$ cat src/rtl/gmem_lock_arbiter.sv
// gmem_lock_arbiter: two-core global memory and lock arbiter with watchdog, violation flag and stall counter.
module gmem_lock_arbiter #(
    parameter int ADDR_W   = 6,
    parameter int DATA_W   = 32,
    parameter int MAX_HOLD = 64,
    parameter int CNT_W    = 16
) (
    input  logic              clk,
    input  logic              rst,
    input  logic              need_lock_0,
    input  logic              need_lock_1,
    input  logic [ADDR_W-1:0] gaddress_0,
    input  logic [DATA_W-1:0] gdata_0,
    input  logic              gwren_0,
    input  logic [ADDR_W-1:0] gaddress_1,
    input  logic [DATA_W-1:0] gdata_1,
    input  logic              gwren_1,
    output logic              lock_0,
    output logic              lock_1,
    output logic [ADDR_W-1:0] mem_address,
    output logic [DATA_W-1:0] mem_data,
    output logic              mem_wren,
    input  logic [DATA_W-1:0] mem_q,
    output logic [DATA_W-1:0] gq,
    output logic [1:0]        owner,
    output logic              hold_timeout,
    output logic              access_violation,
    output logic [CNT_W-1:0]  stall_cycles
);
    typedef enum logic [1:0] {IDLE, OWN0, OWN1, RELEASE} state_t;
    state_t r_state, w_next, w_grant;
    logic r_last, r_timeout, r_viol;
    logic [CNT_W-1:0] r_hold, r_stall, w_hold_nxt;
    logic w_own0, w_own1, w_stay, w_enter;
    always_ff @(posedge clk or negedge rst) begin
        if (!rst) r_state <= IDLE;
        else r_state <= w_next;
    end
    // r_last=1 means core 1 held the lock last, so core 0 wins a tie
    always_comb begin
        w_grant = (need_lock_0 & need_lock_1) ? (r_last ? OWN0 : OWN1) :
                  need_lock_0 ? OWN0 : need_lock_1 ? OWN1 : IDLE;
        w_next  = r_state == OWN0 ? (need_lock_0 ? OWN0 : RELEASE) :
                  r_state == OWN1 ? (need_lock_1 ? OWN1 : RELEASE) : w_grant;
    end
    always_comb begin
        w_own0       = r_state == OWN0;
        w_own1       = r_state == OWN1;
        owner        = {w_own1, w_own0};
        lock_0       = need_lock_0 & ~w_own0;
        lock_1       = need_lock_1 & ~w_own1;
        mem_address  = w_own0 ? gaddress_0 : w_own1 ? gaddress_1 : '0;
        mem_data     = w_own0 ? gdata_0 : w_own1 ? gdata_1 : '0;
        mem_wren     = w_own0 ? gwren_0 : w_own1 ? gwren_1 : 1'b0;
        gq           = mem_q;
        hold_timeout = r_timeout;
        access_violation = r_viol;
        stall_cycles = r_stall;
    end
    always_comb begin
        w_stay     = (w_own0 & need_lock_0) | (w_own1 & need_lock_1);
        w_enter    = (w_next == OWN0 || w_next == OWN1) & ~w_stay;
        w_hold_nxt = w_stay ? (&r_hold ? r_hold : r_hold + 1'b1) : '0;
    end
    always_ff @(posedge clk or negedge rst) begin
        if (!rst) begin
            r_last    <= 1'b1;
            r_hold    <= '0;
            r_timeout <= 1'b0;
            r_viol    <= 1'b0;
            r_stall   <= '0;
        end else begin
            if (w_enter) r_last <= w_next == OWN1;
            r_hold    <= w_hold_nxt;
            r_timeout <= r_timeout | (w_stay & (w_hold_nxt == CNT_W'(MAX_HOLD - 1)));
            r_viol    <= r_viol | (gwren_0 & ~w_own0) | (gwren_1 & ~w_own1);
            if ((lock_0 | lock_1) & ~&r_stall) r_stall <= r_stall + 1'b1;
        end
    end
endmodule

$ cat config.mk
export PLATFORM = sky130hd
export DESIGN_NAME = gmem_lock_arbiter
export DESIGN_NICKNAME = d
export VERILOG_FILES = /design/src/rtl/gmem_lock_arbiter.sv
export SDC_FILE = /design/constraint.sdc
export NUM_CORES = 1
export LEC_CHECK = 0
export BUFFER_PORTS_ARGS = -buffer_cell sky130_fd_sc_hd__buf_2
export CAP_MARGIN = 10
export CORE_AREA = 8 8 116 118
export CTS_BUF_LIST = sky130_fd_sc_hd__clkbuf_2
export CTS_CLUSTER_DIAMETER = 30
export DETAILED_ROUTE_END_ITERATION = 12
export DIE_AREA = 0 0 124 126
export PLACE_DENSITY = 0.63
export SETUP_SLACK_MARGIN = 0.02
export SLEW_MARGIN = 10
export SYNTH_ARGS = -nofsm -noshare
export SYNTH_HDL_FRONTEND = slang
export SYNTH_SLANG_ARGS = --single-unit
$ cat constraint.sdc
create_clock -name clk -period 2.2 [get_ports clk]
set_input_delay 0.11 -clock clk [delete_from_list [all_inputs] [get_ports clk]]
set_output_delay 0.11 -clock clk [all_outputs]
set_load 0.005 [all_outputs]
Yosys cells after proc, flatten, opt, wreduce, memory -nomap -nowiden
Index checks and enable logic that the tools add are counted.
- equal/unequal tests: 5
- reduce and logical (&&, ||, !) cells: 4
- bitwise logic cells: 18
- $add $sub $neg: 2
- muxes and demuxes: 16
- operators with widths (kind ; number):
    2-to-1 mux 32 bit ; 2
    adder 16 x 1 -> 16 bit, second input constant ; 2
    2-to-1 mux 16 bit ; 2
    AND reduction 16 bit ; 2
    == test 16 x 6 -> 1 bit, second input constant ; 1
    2-to-1 mux 2 bit ; 7
    2-to-1 mux 6 bit ; 2
    bitwise AND 1 bit ; 10
    OR 1 bit ; 5
    == test 2 x 1 -> 1 bit, second input constant ; 2
    == test 2 bit, second input constant ; 2
    2-to-1 mux 1 bit ; 3
    NOT 1 bit ; 3
    logical NOT 1 bit ; 1
    logical OR 1 bit ; 1
- output and inout port bits: 93
- bits of input ports: 114
- logic and storage cells: 51
- bits in registers: 37

Logic depth before layout (Yosys ltp)
- depth in word-level cells: 8
- mapped depth: 8
- mapped depth without buffers: 8

Worst setup path after synthesis
OpenSTA, ideal clock, no wires.
- path kind: reg2reg
- start point: register r_hold[0]
- end point: register r_timeout, in the netlist hold_timeout
- required time: 2.097 ns
- path buffers: 0
- slack: 0.296 ns
- setup time: 0.103 ns
- clock period less this slack: 1.904 ns
- cell stages (with the launch flop): 7
- arrival time: 1.800 ns
- path through: dfrtp_1 > ha_1 > nand3_1 > nor3_1 > and2_2 > o2111ai_1 > o41ai_2
- cells in the longest elaborated chain, start to end: 6
- elaborated cells on any way between the ends: 7
- those cells by class: add/sub (1); eq/ne (1); mux (2); bitwise (2); reduce/logical (1)
- ends and longest elaborated chain (item ; line ; source):
    from (decl) ; 33 ; logic [CNT_W-1:0] r_hold, r_stall, w_hold_nxt;
    from (signal assigned) ; 74 ; r_hold <= w_hold_nxt;
    adder 16 x 1 -> 16 bit or AND reduction 16 bit (tied branches) ; 63 ; w_hold_nxt = w_stay ? (&r_hold ? r_hold : r_hold + 1'b1) : '0;
    2-to-1 mux 16 bit * (2 in series) ; 63 ;
    == test 16 x 6 -> 1 bit * ; 75 ; r_timeout <= r_timeout | (w_stay & (w_hold_nxt == CNT_W'(MAX_HOLD - 1)));
    bitwise AND 1 bit * ; 75 ;
    OR 1 bit * ; 75 ;
    to (signal assigned) ; 75 ;
    to (decl) ; 32 ; logic r_last, r_timeout, r_viol;
Every way passes the cells marked *; elsewhere a longest branch is shown, timed or not.
A chain may end at the register's enable or synchronous reset.

Worst setup path in the final report
- start point: register r_state[1]
- end point: register r_viol, in the netlist access_violation
- cells in the longest elaborated chain, start to end: 5
- elaborated cells on any way between the ends: 8
- those cells by class: eq/ne (2); bitwise (6)
- ends and longest elaborated chain (item ; line ; source):
    from (decl) ; 31 ; state_t r_state, w_next, w_grant;
    from (signal assigned) ; 37 ; else r_state <= w_next;
    == test 2 x 1 -> 1 bit ; 47 ; w_own0 = r_state == OWN0;
    NOT 1 bit ; 76 ; r_viol <= r_viol | (gwren_0 & ~w_own0) | (gwren_1 & ~w_own1);
    bitwise AND 1 bit ; 76 ;
    OR 1 bit ; 76 ;
    OR 1 bit * ; 76 ;
    to (signal assigned) ; 76 ;
    to (decl) ; 32 ;
Marks and branches as above.

==> impl_metrics.ini <==
[routing]
drt_wl_total_mm = 9.416
drt_iter0_drc = 159
antenna_left = 0
routed_via_density = 4.972
dr_total_vias = 2849
drc = 0
firstDrtPassIters = 4
post_drt_wl_per_cell_microns = 16.43

[power]
total_power_mw = 3.058
powerDensity_nw_per_um2 = 852.4
ir_drop_uv = 330.2
p_leak_nw = 1.718

[finish]
antennaDiodeCount = 0
final_cell_count_no_fill = 573
register_area_sq_um = 929.6
drive_gt1_frac = 0.4272
fill_cells = 1235
final_area_sq_um = 3587
fin_nets = 542
multiInputGateArea_sq_um = 1520
final_core_util = 0.3063
area.growth.synth_to_final_pct = 26.30

[timing]
timing.slew.headroom = 0.4474
period_share = 0.9669
fin_tns_setup_ns = 0
fmax_mhz = 470.1
setup_viol = 0
finClkSkew_ns = 0.01658
period_needed_ns = 2.127
whs_ns = 0.1374
worst_slew_pin_slew_ns = 0.8290
hold_viol = 0
drv_slew = 0
setup_ws_ns = 0.07293
rsz0062_at_grt = true

[cts]
clockBufferDepth = 2
clock_sinks = 37
clock_latency_ns = 0.41
h-tree-depth = 2
numCtsBuffers = 5
cts-root-buf = clkbuf_2
clk_pin_slew_ns = 0.21
cts_tree = done

[synthesis]
ys_types = 60
synth_seq_cells = 37
syn_area_per_cell_sq_um = 9.133
ys_warn_count = 0
yosysMostFrequentCell = a22o_1
syn_nets = 428
synthesis.area_sq_um = 2840
ys_seq_area_frac = 0.3264
synth_common_cells = a22o_1, buf_4, dfrtp_1
async_flop_share = 1.000
netlist_instances = 311
synthFlopType = dfrtp_1
yosys.area.top_type = dfrtp_1
post-synth-top-area-fraction = 0.3172
synth_area_leaders = dfrtp_1, a22o_1, buf_4
synth-edff-count = 0

[hold_path]
min_path_cells = 4
hp-class = in -> reg

[setup_path]
slowest_stage = dlygate4sd3_1
crit_buf_inv = 2
worstPathMaxFanout = 5
path_class = reg -> reg
path_common_cell = dlygate4sd3_1
crit_required_ns = 2.53
worstPathCellList = nand2b_1, a21oi_1, dlygate4sd3_1, o21bai_1, dlygate4sd3_1
path_delay_family = buffers and inverters
r2r_cells = 5
worst_ep_arrival_time_ns = 2.45
cp-start-kind = register
worst_path_largest_cell_delay_ns = 0.57
end_kind = register
worst-path-stages = 5

[place]
placed_cell_area_sq_um = 3461
place_congestion = 0.8345
portBuffers = 142
dpl.hpwl_mm = 7.551
dp.cells = 560
place_ws_ns = 0.2184

[grt]
grt_pass1_wl_mm = 14.53
grt_usage = 0.1128
grt_max_degree = 42
antenna_found_initial = 0
grt_pass1_vias = 2898
grt-ovfl-total = 0

[floorplanning]
die_h_microns = 126
floorplan.rows = 40
coreArea_sq_um = 11710
pin_count = 207
die_w_microns = 124
die_area_sq_um = 15620
initial_core_util = 0.2425

[run]
drv_cap = 0

[run_status]
status = completed
==> state kept, by name (all words and copies together), names as in the netlist <==
signal,count
hold_timeout,1
r_hold,16
r_last,1
access_violation,1
r_state,2
stall_cycles,16
==> tightest hold or removal path, stage by stage <==
cell and delay, ns:
buf_2 0.15, a21oi_1 0.12, a21oi_1 0.05, o31ai_1 0.09
==> path summary, 6_finish.rpt <==
check                                  startpoint                           to  slack [ns]
max reg2reg                  r_state[1]$_DFF_PN0_   access_violation$_DFF_PN0_        0.07
min reg2reg                hold_timeout$_DFF_PN0_       hold_timeout$_DFF_PN0_        0.50
max in group asynchronous                     rst         r_hold[12]$_DFF_PN0_        1.32
max                          r_state[1]$_DFF_PN0_   access_violation$_DFF_PN0_        0.07
min in group asynchronous                     rst  stall_cycles[8]$_DFFE_PN0P_        0.29
min                                   need_lock_0         r_state[1]$_DFF_PN0_        0.14
==> placed cells by master, fill, tap and decap left out, types with 5 or more instances in the layout <==
master	count
nor2_1	16
clkbuf_2	5
a22o_1	40
nor4_1	9
xor2_1	8
buf_2	142
a21oi_1	12
nand2_1	21
xnor2_1	9
nor3_1	11
nand4_1	8
buf_4	13
dfrtp_1	34
nand3_1	11
==> area by class of cell <==
type,count,area share
inverter,6,0.006278
timing repair buffer,160,0.2396
clock inverter,3,0.01291
multi-input combinational,215,0.4238
clock buffer,5,0.006976
sequential,37,0.2592
tap,147,0.05127
==> routing by layer <==
layer	share of wire	GRT usage
met5	0	0
met4	0.0064	0.02241
met3	0.12	0.03843
met2	0.49	0.2016
met1	0.38	0.1255
==> power breakdown <==
part	internal, mW	switching, mW	total [mW]
Combinational	0.830	0.826	1.66
Clock	0.194	0.260	0.453
Sequential	0.804	0.145	0.949
Total	1.83	1.23	3.06
==> kinds of logic after synthesis <==
kind of cell | synth area share
XOR/XNOR | 0.05243
AO/OA/AOI/OAI | 0.2405
multiplexers | 0.01498
buffers and inverters | 0.1388
adder cells (fa/ha/maj) | 0.01322
AND/OR/NAND/NOR | 0.2137
flip-flops | 0.3264
==> repair_timing <==
item,4_1_cts,5_1_grt
endpoints found under the hold margin,37,0
setup endpoints to repair,0,4
hold buffers,4,0
gates resized for setup,0,5
buffers inserted,0,1
(Power assumes the default switching activity.)
